**config.mk**
```make
export PLATFORM = sky130hd
export DESIGN_NAME = dds_phase_acc
export DESIGN_NICKNAME = d
export VERILOG_FILES = /design/src/rtl/dds_pkg.sv /design/src/rtl/dds_cfg_slot.sv /design/src/rtl/dds_phase_acc.sv
export SDC_FILE = /design/constraint.sdc
export NUM_CORES = 1
export LEC_CHECK = 0
export BUFFER_PORTS_ARGS = -buffer_cell sky130_fd_sc_hd__buf_4
export CAP_MARGIN = 5
export CORE_UTILIZATION = 50
export DETAILED_ROUTE_END_ITERATION = 6
export GPL_ROUTABILITY_DRIVEN = 0
export PLACE_DENSITY = 0.72
export SYNTH_ARGS = -nofsm -noshare
export SYNTH_HDL_FRONTEND = slang
export SYNTH_SLANG_ARGS = --single-unit
```
**constraint.sdc**
```tcl
create_clock -name clk -period 2.7 [get_ports clk]
set_clock_uncertainty 0.15 [all_clocks]
set_input_delay 0.675 -clock clk [delete_from_list [all_inputs] [get_ports clk]]
set_output_delay 0.675 -clock clk [all_outputs]
set_load 0.03 [all_outputs]
```
**src/rtl/dds_pkg.sv**
```systemverilog
// Shared widths, config-slot state encoding and config record for the DDS phase accumulator.
package dds_pkg;

    localparam int DDS_ACC_W = 32;
    localparam int DDS_OUT_W = 16;

    typedef enum logic [1:0] {
        IDLE      = 2'd0,
        PEND_IMM  = 2'd1,
        PEND_WRAP = 2'd2
    } cfg_state_e;

    typedef struct packed {
        logic [DDS_ACC_W-1:0] ftw;
        logic [DDS_ACC_W-1:0] poff;
        logic [DDS_ACC_W-1:0] step;
        logic                 sync;
    } dds_cfg_t;

endpackage

```
**src/rtl/dds_cfg_slot.sv**
```systemverilog
// One-deep config holding register with valid/ready handshake; strobes apply either on the
// next enabled edge or on the next enabled edge that carries out of the accumulator.
module dds_cfg_slot
    import dds_pkg::*;
#(
    parameter int ACC_W = DDS_ACC_W
) (
    input  logic             clk,
    input  logic             rst,
    input  logic             en,
    input  logic             carry,
    input  logic             cfg_valid,
    output logic             cfg_ready,
    input  logic [ACC_W-1:0] cfg_ftw,
    input  logic [ACC_W-1:0] cfg_poff,
    input  logic [ACC_W-1:0] cfg_step,
    input  logic             cfg_sync,
    output logic             apply,
    output logic [ACC_W-1:0] slot_ftw,
    output logic [ACC_W-1:0] slot_poff,
    output logic [ACC_W-1:0] slot_step
);

    cfg_state_e       state_reg, state_next;
    logic [ACC_W-1:0] ftw_reg, poff_reg, step_reg;
    logic             accept;

    assign cfg_ready = (state_reg == IDLE) && !rst;
    assign accept    = cfg_valid && cfg_ready;

    // Accept only happens in IDLE, so accept and apply can never coincide.
    always_comb begin
        state_next = state_reg;
        apply      = 1'b0;
        case (state_reg)
            IDLE: begin
                if (accept) begin
                    state_next = cfg_sync ? PEND_WRAP : PEND_IMM;
                end
            end
            PEND_IMM: begin
                if (en) begin
                    apply      = 1'b1;
                    state_next = IDLE;
                end
            end
            PEND_WRAP: begin
                if (en && carry) begin
                    apply      = 1'b1;
                    state_next = IDLE;
                end
            end
            default: state_next = IDLE;
        endcase
    end

    always_ff @(posedge clk) begin
        if (rst) begin
            state_reg <= IDLE;
        end else begin
            state_reg <= state_next;
        end
    end

    always_ff @(posedge clk) begin
        if (rst) begin
            ftw_reg  <= '0;
            poff_reg <= '0;
            step_reg <= '0;
        end else if (accept) begin
            ftw_reg  <= cfg_ftw;
            poff_reg <= cfg_poff;
            step_reg <= cfg_step;
        end
    end

    assign slot_ftw  = ftw_reg;
    assign slot_poff = poff_reg;
    assign slot_step = step_reg;

endmodule

```
**src/rtl/dds_phase_acc.sv**
```systemverilog
// DDS phase accumulator: integrates the tuning word, optionally sweeps it, adds the phase
// offset and registers the truncated phase word plus valid and wrap markers.
module dds_phase_acc
    import dds_pkg::*;
#(
    parameter int ACC_W = DDS_ACC_W,
    parameter int OUT_W = DDS_OUT_W
) (
    input  logic             clk,
    input  logic             rst,
    input  logic             en,
    input  logic             cfg_valid,
    output logic             cfg_ready,
    input  logic [ACC_W-1:0] cfg_ftw,
    input  logic [ACC_W-1:0] cfg_poff,
    input  logic [ACC_W-1:0] cfg_step,
    input  logic             cfg_sync,
    output logic [OUT_W-1:0] phase_out,
    output logic             phase_valid,
    output logic             wrap_pulse
);

    logic [ACC_W-1:0] acc_reg, ftw_reg, poff_reg, step_reg;
    logic             carry_reg;
    logic [OUT_W-1:0] phase_out_reg;
    logic             phase_valid_reg, wrap_pulse_reg;

    logic [ACC_W:0]   sum_next;
    logic [ACC_W-1:0] phase_full;
    logic             apply;
    logic [ACC_W-1:0] slot_ftw, slot_poff, slot_step;

    assign sum_next   = {1'b0, acc_reg} + {1'b0, ftw_reg};
    assign phase_full = acc_reg + poff_reg;

    dds_cfg_slot #(
        .ACC_W(ACC_W)
    ) u_cfg_slot (
        .clk       (clk),
        .rst       (rst),
        .en        (en),
        .carry     (sum_next[ACC_W]),
        .cfg_valid (cfg_valid),
        .cfg_ready (cfg_ready),
        .cfg_ftw   (cfg_ftw),
        .cfg_poff  (cfg_poff),
        .cfg_step  (cfg_step),
        .cfg_sync  (cfg_sync),
        .apply     (apply),
        .slot_ftw  (slot_ftw),
        .slot_poff (slot_poff),
        .slot_step (slot_step)
    );

    // The applying edge still integrates with the old ftw and uses the old poff for its sample.
    always_ff @(posedge clk) begin
        if (rst) begin
            acc_reg         <= '0;
            ftw_reg         <= '0;
            poff_reg        <= '0;
            step_reg        <= '0;
            carry_reg       <= 1'b0;
            phase_out_reg   <= '0;
            phase_valid_reg <= 1'b0;
            wrap_pulse_reg  <= 1'b0;
        end else if (en) begin
            acc_reg         <= sum_next[ACC_W-1:0];
            carry_reg       <= sum_next[ACC_W];
            phase_out_reg   <= phase_full[ACC_W-1 -: OUT_W];
            wrap_pulse_reg  <= carry_reg;
            phase_valid_reg <= 1'b1;
            if (apply) begin
                ftw_reg  <= slot_ftw;
                poff_reg <= slot_poff;
                step_reg <= slot_step;
            end else begin
                ftw_reg  <= ftw_reg + step_reg;
            end
        end else begin
            phase_valid_reg <= 1'b0;
            wrap_pulse_reg  <= 1'b0;
        end
    end

    assign phase_out   = phase_out_reg;
    assign phase_valid = phase_valid_reg;
    assign wrap_pulse  = wrap_pulse_reg;

endmodule

```
After elaboration in Yosys (flattened, before gate mapping) --
Index checks and enable logic that the tools add are counted.
Word-level totals: memories 0, logic and storage cells 38, bits of input ports 101, output and inout bits 19, memory bits (writable) 0, bits in latches 0, memory bits (read-only) 0, bits in registers 245
Operators by class: divide/modulo/power cells 0, add/sub/neg operators 3, shift operators 0, bitwise logic cells 1, multiply operators 0, equality and inequality tests 5, $lt $le $gt $ge 0, reductions and logical operators 8, muxes and demuxes 9
Operators by type and width (number):
- 32-bit adder | 2
- 32-bit by 32-bit adder with 33-bit output | 1
- 32-bit 2-to-1 mux | 1
- 2-bit 2-to-1 mux | 4
- 2-bit case mux with 3 select lines | 1
- 2-bit by 1-bit inequality test with 1-bit output, second input constant | 2
- 1-bit logical AND | 3
- 3-bit AND reduction | 1
- 2-bit by 1-bit equality test with 1-bit output, second input constant | 1
- 2-bit equality test, second input constant | 1
- 2-bit zero test | 1
- 1-bit 2-to-1 mux | 2
- 2-bit inequality test, second input constant | 1
- 1-bit case mux with 2 select lines | 1
- 2-bit AND reduction | 1
- 2-bit OR reduction | 1
- 1-bit zero test | 1
- 1-bit inverter | 1

Logic depth before layout (Yosys ltp) --
Gate-level depths: netlist of run 1.
word-level depth 5, depth in mapped cells 12, depth with buffers taken out 12

Hierarchy --
Synthesis of run 1 repeated with hierarchy kept, for this count alone.
Second synthesis, totals: cells, all modules 1628, area total of the unflattened synthesis 13195.2 um2
By module, submodules not included:
- dds_phase_acc | instances 1, area an instance 9490.4 um2, seq. area each 2942.8 um2, cells an instance 1190
- dds_cfg_slot | instances 1, area an instance 3704.8 um2, seq. area each 1961.9 um2, cells an instance 438

Worst setup path before layout of run 1 --
No wires, ideal clock.
path type register -> register, start point register acc_reg[0], end point register ftw_reg[10], data required time 2.422 ns, path slack -0.196 ns, period minus slack after synthesis 2.896 ns, cell stages (with the launch flop) 13, arrival 2.618 ns, path buffers 2, library setup time 0.128 ns, cells stage by stage dfxtp_1 ha_1 fa_1 a211oi_2 o21ai_1 nand4b_1 a31oi_2 a311oi_4 o21ai_1 buf_4 buf_6 a222oi_1 nor2_1
On the way: cells in the longest elaborated chain, start to end 5
Ends and longest elaborated chain:
- from (decl) | line dds_phase_acc.sv:23 | logic [ACC_W-1:0] acc_reg, ftw_reg, poff_reg, step_reg;
- from (signal assigned) | line dds_phase_acc.sv:67 | acc_reg <= sum_next[ACC_W-1:0];
- 32-bit by 32-bit adder with 33-bit output | line dds_phase_acc.sv:33 | assign sum_next = {1'b0, acc_reg} + {1'b0, ftw_reg};
- 1-bit logical AND | line dds_cfg_slot.sv:48 | if (en && carry) begin
- 1-bit 2-to-1 mux | line dds_cfg_slot.sv:48
- 1-bit case mux with 2 select lines | line dds_cfg_slot.sv:35 | case (state_reg)
- 32-bit 2-to-1 mux | line dds_phase_acc.sv:72 | if (apply) begin
- to (signal assigned) | line dds_phase_acc.sv:73 | ftw_reg <= slot_ftw;
- to (signal assigned) | line dds_phase_acc.sv:77 | ftw_reg <= ftw_reg + step_reg;
- to (decl) | line dds_phase_acc.sv:23
Every way passes these cells. A chain may end at the register's enable or synchronous reset.

Worst setup path in the final report of run 1 --
start point register ftw_reg[0], end point register ftw_reg[27]
On the way: cells in the longest elaborated chain, start to end 5, elaborated cells between the ends (all ways) 6, those cells by class add/sub: 2; mux: 3; reduce/logical: 1
Ends and longest elaborated chain (line):
- 32-bit by 32-bit adder with 33-bit output | dds_phase_acc.sv:33
- 1-bit logical AND | dds_cfg_slot.sv:48
- 1-bit 2-to-1 mux | dds_cfg_slot.sv:48
- 1-bit case mux with 2 select lines | dds_cfg_slot.sv:35
- 32-bit 2-to-1 mux * | dds_phase_acc.sv:72
Mark *: on every way between the ends. The rest lies on a longest branch, timed or not.

==> flow_summary.json, run 1 <==
{
  "status": "finished with violations",
  "violations": "setup timing",
  "drc_errors": 0,
  "ir_drop_mv": 0.547,
  "first_pass_iters": 6,
  "dp_slack_ns": -0.339,
  "finalSetupViolCount": 102,
  "slew_violations": 0,
  "drtIter0Drc": 952,
  "maxCapViolCount": 0,
  "htreeDepth": 1,
  "period_needed_ns": 3.02,
  "drive_gt1_share_pct": 29.1,
  "area_delta_synth_final_pct": 34.6,
  "clock_sinks": 245,
  "placed_area_um2": 15600,
  "viasPerCell": 5.63,
  "synthesis.nets": 1801,
  "row_count": 58,
  "netlist_instances": 1602,
  "die_w_um": 164,
  "cp-end-kind": "flop",
  "drt_wl_total_mm": 37.8,
  "postRouteAntennaNets": 0,
  "syn-cell-area_um2": 13100,
  "grtUsageTotal_pct": 26.2,
  "cts_root_buffer": "clkbuf_16",
  "setup_slack_ns": -0.322,
  "fin_crit_sh_pct": 112,
  "p_switching_mw": 2.51,
  "hold_depth": 3,
  "criticalPathCategory": "flop to flop",
  "seqPwrFrac_pct": 46.2,
  "crit_path_start": "ftw_reg[0]",
  "dieArea_um2": 26800,
  "critPathMaxFanout": 8,
  "wl_per_cell_um": 17.0,
  "antenna_found_initial": 0,
  "clk_pin_slew_ns": 0.07,
  "num_antenna_cells": 0,
  "hp-class": "primary input to flop",
  "hpwlAfterDp_mm": 24.9,
  "numCtsBuffers": 26,
  "p_per_area_nw_per_um2": 516,
  "power.internal_mw": 6.58,
  "initial_core_util_pct": 51.5,
  "grt_pass1_vias": 11900,
  "die_h_um": 164,
  "ys_seq_elements": 245,
  "ys.flop_type": "dfxtp_1",
  "cp-endpoint": "ftw_reg[27]",
  "cts_tree": "built",
  "synth_edf_count": 0,
  "relSlewSlack_pct": 37.1,
  "r2r_cells": 14,
  "clkPwrFrac_pct": 38.9,
  "p_sw_share_pct": 27.6,
  "synth_cell_types": 69,
  "rrSetupSlack_ns": -0.32,
  "timing.fmax_ghz": 0.331,
  "insertion_delay_ns": 0.54,
  "grt_max_degree": 134,
  "required_ns": 2.97,
  "grt_pass1_wl_mm": 57.2,
  "placement.io_buffers": 119,
  "timing.rr.start": "ftw_reg[0]",
  "syn_area_per_cell_um2": 8.16,
  "worstMarginPinSlew_ns": 0.944,
  "rsz0062_at_grt": "true",
  "grt_overflow_total": 0,
  "io_pins": 120,
  "cp_data_arrival_time_ns": 3.29,
  "clock_path_buffers": 3,
  "fp.coreArea_um2": 25400,
  "nNetsFinal": 2078,
  "design_area_um2": 17600,
  "hold_viol_final": 0,
  "start_kind": "flop",
  "p_leak_nw": 8.11,
  "r2r_end": "ftw_reg[27]",
  "seq_area_frac_synth_pct": 37.5,
  "yosys_warnings": 0,
  "synthArstFlopShare_pct": 0,
  "vias": 12500,
  "finalSetupTns_ns": -21.74,
  "pwr-share-comb_pct": 14.9
}
-- what timing repair did --
| action | 4_1_cts | 5_1_grt |
|---|---|---|
| setup buffers | 5 | 9 |
| pin swaps | 22 | 83 |
| cloned | 3 | 8 |
| gates resized for setup | 64 | 139 |
| endpoints found under the setup margin | 115 | 123 |
| hold buffers | 0 | 0 |
-- power by group through the flow --
stage / Combinational [mW] / Clock, mW / Sequential, mW
detailed placement: 1.19 / 0 / 4.24
global route: 1.49 / 3.74 / 4.23
finish: 1.36 / 3.53 / 4.19
global placement: 1.16 / 0 / 4.24
floorplan: 0.760 / 0 / 4.17
CTS: 1.26 / 3.58 / 4.17
-- through the flow --
stage / utilization (%) / total power [mW] / hold slack [ns] / cells
floorplan: - / 4.93 / 0.281 / 1602
global placement: 61.3 / 5.40 / 0.289 / 2156
detailed placement: 61.3 / 5.43 / 0.291 / 2156
CTS: 66.0 / 9.01 / 0.148 / 2210
global route: 69.3 / 9.45 / 0.158 / 2227
finish: 69.3 / 9.08 / 0.160 / 2227
-- layout make-up --
class,count,area [um2]
multi-input cells,1249,8430
well taps,330,413
flip-flops and latches,245,4930
repair buffers,337,2890
clock inverters,15,156
inverters,20,75.1
clock buffers,31,689
fillers,1987,7810
-- kinds of logic after synthesis --
logic type                 share of synthesized area (%)
and+or+nand+nor                                     23.9
AOI/OAI and AO/OA                                   18.9
DFF                                                 37.5
buffers and inverters                               3.62
adders and majority gates                           9.50
xor gates and xnor gates                            4.89
muxes                                               1.69
-- worst max-delay path: stages (launching register included) --
cell and delay [ns]:
dfxtp_4 0.36, ha_4 0.16, fa_2 0.36, a211oi_4 0.24
o21ai_2 0.08, nand4b_1 0.20, a31oi_4 0.14, a311oi_4 0.27
buf_4 0.19, o21a_4 0.15, buf_12 0.16, buf_6 0.12
nor3_1 0.04, a21oi_1 0.16, o21ai_1 0.10
-- metal layers --
layer	global-route usage [%]	vias up	share of wire (%)
met5	0	-	0
met4	8.25	0	3.7
met3	3.20	98	5.9
met2	44.7	407	47
met1	34.2	5851	43
li1	-	6187	-
-- cell usage after synthesis (all sizes together) (4+ instances only) --
cell	instances	area share, %
and3	11	0.53
dfxtp	245	38
o21bai	6	0.34
a311oi	7	0.60
nand3b	98	5.6
ha	96	9.2
o21ai	65	2.5
clkbuf	59	1.7
nor2	96	2.8
nand2b	8	0.38
o21a	5	0.29
a21o	40	2.3
o31ai	5	0.33
buf	30	1.3
xnor2	41	2.7
nor2b	6	0.29
nor3	15	0.57
and2	5	0.24
a31o	4	0.27
a22o	7	0.47
nand2	405	12
a31oi	10	0.53
inv	18	0.52
xor2	32	2.1
o211ai	7	0.40
a21boi	5	0.32
o22ai	4	0.19
a222oi	20	1.5
nand3	17	0.65
a211oi	19	1.2
nand4	12	0.57
mux2i	22	1.7
a21oi	137	5.3
-- worst min-delay path by stage --
stage | to | from
2_1_floorplan | wrap_pulse | carry_reg
3_3_place_gp | step_reg[19] | u_cfg_slot.slot_step[19]
3_5_place_dp | wrap_pulse | carry_reg
4_1_cts | u_cfg_slot.slot_ftw[23] | cfg_ftw[23]
5_1_grt | u_cfg_slot.slot_ftw[23] | cfg_ftw[23]
6_report | u_cfg_slot.slot_ftw[2] | cfg_ftw[2]
-- layout by cell type (no fill, tap or decap), drive strengths merged, types with 4 or more instances in the layout --
cell	n
a211oi	19
nand3	17
nor3	15
o21bai	6
ha	96
nand3b	98
a21boi	5
o22ai	4
and3	11
nand4	12
nand2b	8
nand2	405
xnor2	41
nor2	96
o21a	6
a21oi	137
o21ai	65
inv	18
a21o	40
a222oi	20
dfxtp	245
a311oi	7
buf	332
o31ai	5
mux2i	22
and2	5
xor2	32
clkinv	13
a22o	7
clkbuf	36
nor2b	6
a31oi	10
o211ai	7
a31o	4
No activity file was read; power rests on OpenSTA's default activity.
==> run 2, diff against run 1 <==
--- a/config.mk
+++ b/config.mk
@@ -11,6 +11,8 @@
 export DETAILED_ROUTE_END_ITERATION = 6
 export GPL_ROUTABILITY_DRIVEN = 0
 export PLACE_DENSITY = 0.72
+export SLEW_MARGIN = 5
 export SYNTH_ARGS = -nofsm -noshare
 export SYNTH_HDL_FRONTEND = slang
+export SYNTH_HIERARCHICAL = 1
 export SYNTH_SLANG_ARGS = --single-unit
==> constraint.sdc (replaced) <==
create_clock -name clk -period 2.7 [get_ports clk]
set_clock_uncertainty 0.15 [all_clocks]
set_input_delay 0.54 -clock clk [delete_from_list [all_inputs] [get_ports clk]]
set_output_delay 0.54 -clock clk [all_outputs]
set_load 0.03 [all_outputs]
==> flow_summary.json, run 2 <==
{
  "muxShareOfSynthArea_pct": 2.98,
  "status": "finished with violations",
  "num_antenna_cells": 0,
  "cts_tree": "built",
  "p_leak_nw": 8.53,
  "cts_root_buffer": "clkbuf_16",
  "clock_path_buffers": 3,
  "p_per_area_nw_per_um2": 496,
  "grt_pass1_wl_mm": 56.6,
  "seq_area_frac_synth_pct": 37.2,
  "period_needed_ns": 3.90,
  "seq_area_um2": 4910,
  "area_delta_synth_final_pct": 37.2,
  "relSlewSlack_pct": 61.1,
  "insertion_delay_ns": 0.54,
  "hp-class": "primary input to flop",
  "synth_area_leader_cell": "dfxtp_1",
  "rsz0062_at_grt": "true",
  "syn_area_per_cell_um2": 8.11,
  "violations": "setup timing",
  "synthesis.nets": 1827,
  "ir_drop_mv": 0.633,
  "first_pass_iters": 5,
  "final_cell_mix": "buf_4 (374), nand2_1 (360), dfxtp_1 (241), a21oi_1 (107), nor2_1 (102)",
  "nNetsFinal": 2180,
  "synth.area.top_cells": "dfxtp_1 (37%), nand2_1 (11%), ha_1 (9.1%), nand3b_1 (5.6%), a21oi_1 (5.1%)",
  "slew_violations": 0,
  "yosys_warnings": 6,
  "grt_max_degree": 147,
  "start_kind": "flop",
  "placed_area_um2": 16300,
  "postRouteAntennaNets": 0,
  "io_pins": 120,
  "finalPower_mw": 8.98,
  "syn-cell-area_um2": 13200,
  "criticalPathCategory": "flop to flop",
  "drt_wl_total_mm": 36.3,
  "timing.fmax_ghz": 0.256,
  "yosys.area_share.simple_pct": 24.8,
  "dp_slack_ns": -1.08,
  "grt_pass1_vias": 11900,
  "dieArea_um2": 27000,
  "clk_pin_slew_ns": 0.06,
  "mostFrequentLayoutCell": "buf_4",
  "yosysMostFrequentCell": "nand2_1",
  "wl_per_cell_um": 15.5,
  "fin_crit_sh_pct": 145,
  "finalSetupTns_ns": -110.67,
  "yosys.area.top_type_share_pct": 37.2,
  "ys_seq_elements": 245,
  "drtIter0Drc": 795,
  "initial_core_util_pct": 50.8,
  "utilization_pct": 69.7,
  "worstMarginPinSlew_ns": 0.584,
  "dp.cells": 2256,
  "numCtsBuffers": 27,
  "die_w_um": 164,
  "vias": 12700,
  "synthXorXnorAreaFrac_pct": 4.31,
  "row_count": 59,
  "ys.flop_type": "dfxtp_1",
  "synth_common_cells": "nand2_1 (398), dfxtp_1 (245), a21oi_1 (134), nor2_1 (109), nand3b_1 (99)",
  "die_h_um": 164,
  "drc_errors": 0,
  "fill_cells": 2019,
  "synth_edf_count": 0,
  "hold_viol_final": 0,
  "multi_input_area_um2": 8450,
  "instances_no_fill": 2335,
  "grt_overflow_total": 0,
  "grtUsageTotal_pct": 25.7,
  "netlist_instances": 1628,
  "cp_data_arrival_time_ns": 4.16,
  "design_area_um2": 18100,
  "htreeDepth": 1,
  "fp.coreArea_um2": 26000,
  "drive_gt1_share_pct": 30.1,
  "synth_compound_area_share_pct": 17.7,
  "synth_cell_types": 76,
  "placement.io_buffers": 119,
  "cp-end-kind": "flop",
  "viasPerCell": 5.45,
  "antenna_found_initial": 0,
  "maxCapViolCount": 0,
  "synthArstFlopShare_pct": 0,
  "finalSetupViolCount": 129,
  "synth_top_family_by_area": "simple AND/OR/NAND/NOR gates",
  "worst_hold_slack_ns": 0.0251,
  "ctsHoldBuffers": 0,
  "clock_sinks": 245,
  "hpwlAfterDp_mm": 25.0,
  "required_ns": 2.95,
  "synth_fa_ha_area_share_pct": 9.41,
  "setup_slack_ns": -1.20,
  "critPathMaxFanout": 8
}
-- run 2: final timing paths --
kind,startpoint,to,slack (ns),cells after the start
worst max register to register,acc_reg[0],ftw_reg[29],-1.20,17
worst max-delay path,acc_reg[0],ftw_reg[29],-1.20,17
worst min register to register,phase_out[4],phase_out[4],0.30,2
worst min-delay path,cfg_step[12],u_cfg_slot/slot_step[12],0.03,3
-- run 2: repair_timing --
item,in CTS,in global routing
cloned,2,1
pin swaps,56,51
resized for setup,107,77
setup buffers,17,17
endpoints found under the setup margin,127,135
-- run 2: cell families (layout without fill, tap and decap cells) --
logic type,count (synthesis),after routing
XOR/XNOR,65,65
buffers and inverters,117,488
AND/OR/NAND/NOR,702,703
flip-flops,245,245
AO/OA/AOI/OAI,362,362
adder cells (fa/ha/maj),98,98
multiplexers,39,39
-- run 2: report_power, final --
group	internal (mW)	switching [mW]	leakage [nW]
clock	2.14	1.51	0.441
combinational	0.667	0.676	6.09
sequential	3.82	0.162	2.00
-- run 2: critical path, cell delays in order, from the launching register on --
cell and delay (ns):
dfxtp_2 0.34, ha_4 0.16, fa_2 0.34, a21o_1 0.19
a21oi_2 0.16, o21ai_2 0.08, a221oi_2 0.33, nand2_1 0.16
a22oi_2 0.19, a21oi_2 0.10, a21o_1 0.21, a21oi_2 0.21
o21bai_2 0.10, a21oi_2 0.21, nor2_4 0.13, and2_4 0.28
a222oi_1 0.34, nor2_1 0.08
-- run 2: metal layers --
metal,GRT usage [%],wire length (um)
met5,0,0
met4,8.84,1180
met3,2.79,1600
met2,44.2,17300
met1,33.4,16200
-- run 2: cell type report --
class	count	area share (%)
timing repair buffer	410	18.4
tap	335	2.32
clock inverter	15	0.809
multi-input combinational	1267	46.7
sequential	245	27.1
clock buffer	33	4.08
inverter	30	0.622
==> run 3, diff against run 2 <==
--- a/config.mk
+++ b/config.mk
@@ -8,6 +8,7 @@
 export BUFFER_PORTS_ARGS = -buffer_cell sky130_fd_sc_hd__buf_4
 export CAP_MARGIN = 5
 export CORE_UTILIZATION = 50
+export CTS_BUF_LIST = sky130_fd_sc_hd__clkbuf_4 sky130_fd_sc_hd__clkbuf_8 sky130_fd_sc_hd__clkbuf_16
 export DETAILED_ROUTE_END_ITERATION = 6
 export GPL_ROUTABILITY_DRIVEN = 0
 export PLACE_DENSITY = 0.72
==> flow_summary.json, run 3 (synthesis gave the netlist of run 2 again) <==
{
  "die_w_um": 164,
  "drt_wl_total_mm": 36.3,
  "numCtsBuffers": 27,
  "grt_pass1_vias": 11900,
  "placement.io_buffers": 119,
  "viasPerCell": 5.46,
  "relSlewSlack_pct": 60.5,
  "p_per_area_nw_per_um2": 497,
  "fin_crit_sh_pct": 144,
  "slew_violations": 0,
  "finalSetupTns_ns": -110.40,
  "num_antenna_cells": 0,
  "cp_data_arrival_time_ns": 4.16,
  "hold_viol_final": 0,
  "antenna_found_initial": 0,
  "grtUsageTotal_pct": 25.7,
  "timing.fmax_ghz": 0.256,
  "r2r_end": "ftw_reg[29]",
  "critPathMaxFanout": 8,
  "met3_usage_pct": 2.79,
  "row_count": 59,
  "hp-class": "primary input to flop",
  "start_kind": "flop",
  "wl_per_cell_um": 15.5,
  "clock_path_buffers": 3,
  "clk_pin_slew_ns": 0.06,
  "cp_top_family": "compound AO/OA/AOI/OAI gates",
  "drive_gt1_share_pct": 30.2,
  "worstPathCellList": "ha_4, fa_2, a21o_1, a21oi_2, o21ai_2, a221oi_2, nand2_1, a22oi_2, a21oi_2, a21o_1, a21oi_2, o21bai_2, a21oi_2, nor2_4, and2_4, a222oi_1, nor2_1",
  "period_needed_ns": 3.90,
  "mostFrequentLayoutCell": "buf_4",
  "hold_path_end": "u_cfg_slot/slot_step[12]",
  "cts_tree": "built",
  "insertion_delay_ns": 0.55,
  "final_cell_mix": "buf_4 (374), nand2_1 (360), dfxtp_1 (241), a21oi_1 (107), nor2_1 (102)",
  "nNetsFinal": 2180,
  "grt_max_degree": 147,
  "cpMaxStageDelayCell": "fa_2",
  "hold_depth": 3,
  "hpwlAfterDp_mm": 25.0,
  "worstHoldStart": "cfg_step[12]",
  "worstMarginPinSlew_ns": 0.592,
  "grt_overflow_total": 0,
  "utilization_pct": 69.7,
  "cp-end-kind": "flop",
  "grt-busiest-layer": "met2",
  "htreeDepth": 1,
  "required_ns": 2.96,
  "die_h_um": 164,
  "setup_slack_ns": -1.20,
  "io_pins": 120,
  "postRouteAntennaNets": 0,
  "vias": 12700,
  "p_switching_mw": 2.35,
  "power.internal_mw": 6.65,
  "p_leak_nw": 8.54,
  "maxCapViolCount": 0,
  "fp.coreArea_um2": 26000,
  "status": "finished with violations",
  "use_met1_pct": 33.4,
  "initial_core_util_pct": 50.8,
  "ir_drop_mv": 0.631,
  "rrSetupSlack_ns": -1.20,
  "pwr-share-comb_pct": 14.9,
  "seqPwrFrac_pct": 44.3,
  "r2r_cells": 17,
  "clkPwrFrac_pct": 40.8,
  "clock_sinks": 245,
  "area_delta_synth_final_pct": 37.2,
  "grt_util_met2_pct": 44.3,
  "drc_errors": 0,
  "p_sw_share_pct": 26.1,
  "violations": "setup timing",
  "slowest_delay_ns": 0.35,
  "rsz0062_at_grt": "true",
  "finalSetupViolCount": 130,
  "drtIter0Drc": 762,
  "crit_top_cell": "a21oi_2",
  "grt_pass1_wl_mm": 56.6,
  "path_buf_inv": 0,
  "dp_slack_ns": -1.08,
  "timing.rr.start": "acc_reg[0]",
  "first_pass_iters": 5,
  "cts_root_buffer": "clkbuf_16",
  "dieArea_um2": 27000,
  "criticalPathCategory": "flop to flop"
}
-- run 3: cell counts in the layout (fill, tap and decap cells not counted) --
No cell type changed its count.
-- run 3: worst min-delay path, stage by stage --
cell,delay [ns]
buf_4,0.07
nand2_1,0.04
nand2_1,0.04
-- run 3: stage by stage --
stage	hold WS, ns	power, mW	cell area (um2)	instances
CTS	0.00689	8.98	17600	2320
detailed placement	0.296	5.29	16300	2256
global placement	0.289	5.25	16300	2256
finish	0.0234	9.00	18100	2335
global route	0.0169	9.34	18100	2335
floorplan	0.281	4.71	13300	1628
-- run 3: metal layers --
| layer | part of all wire (%) | routed length (um) |
|---|---|---|
| met3 | 4.3 | 1560 |
| met5 | 0 | 0 |
| met4 | 3.3 | 1200 |
| met1 | 45 | 16300 |
| met2 | 48 | 17200 |
-- run 3: layout make-up --
| class | count | area, um2 |
|---|---|---|
| Multi-Input combinational cell | 1267 | 8450 |
| Fill cell | 2018 | 7880 |
| Sequential cell | 245 | 4910 |
| Timing Repair Buffer | 410 | 3330 |
| Clock buffer | 33 | 746 |
| Tap cell | 335 | 419 |
| Clock inverter | 15 | 146 |
| Inverter | 30 | 113 |
-- run 3: worst max-delay path by stage --
stage / startpoint / to / slack [ns] / cells after the start
after floorplan: acc_reg[0] / ftw_reg[29] / -0.92 / 19
after global placement: acc_reg[0] / ftw_reg[29] / -0.99 / 17
after detailed placement: acc_reg[0] / ftw_reg[29] / -1.08 / 17
after CTS: acc_reg[0] / ftw_reg[12] / -0.99 / 17
after global routing: acc_reg[0] / ftw_reg[29] / -1.32 / 17
final: acc_reg[0] / ftw_reg[29] / -1.20 / 17
-- run 3: power by group through the flow --
stage / logic [mW] / registers, mW / clock network, mW
after detailed placement: 1.25 / 4.04 / 0
after global placement: 1.22 / 4.04 / 0
after global routing: 1.47 / 4.00 / 3.86
after floorplan: 0.698 / 4.01 / 0
after CTS: 1.29 / 3.97 / 3.72
final: 1.34 / 3.98 / 3.67
-- run 3: repair_timing --
item / CTS / global route
pin swaps: 56 / 51
hold buffers: 0 / 0
cloned: 2 / 1
endpoints found under the setup margin: 127 / 135
setup buffers: 17 / 17
gates resized for setup: 107 / 77
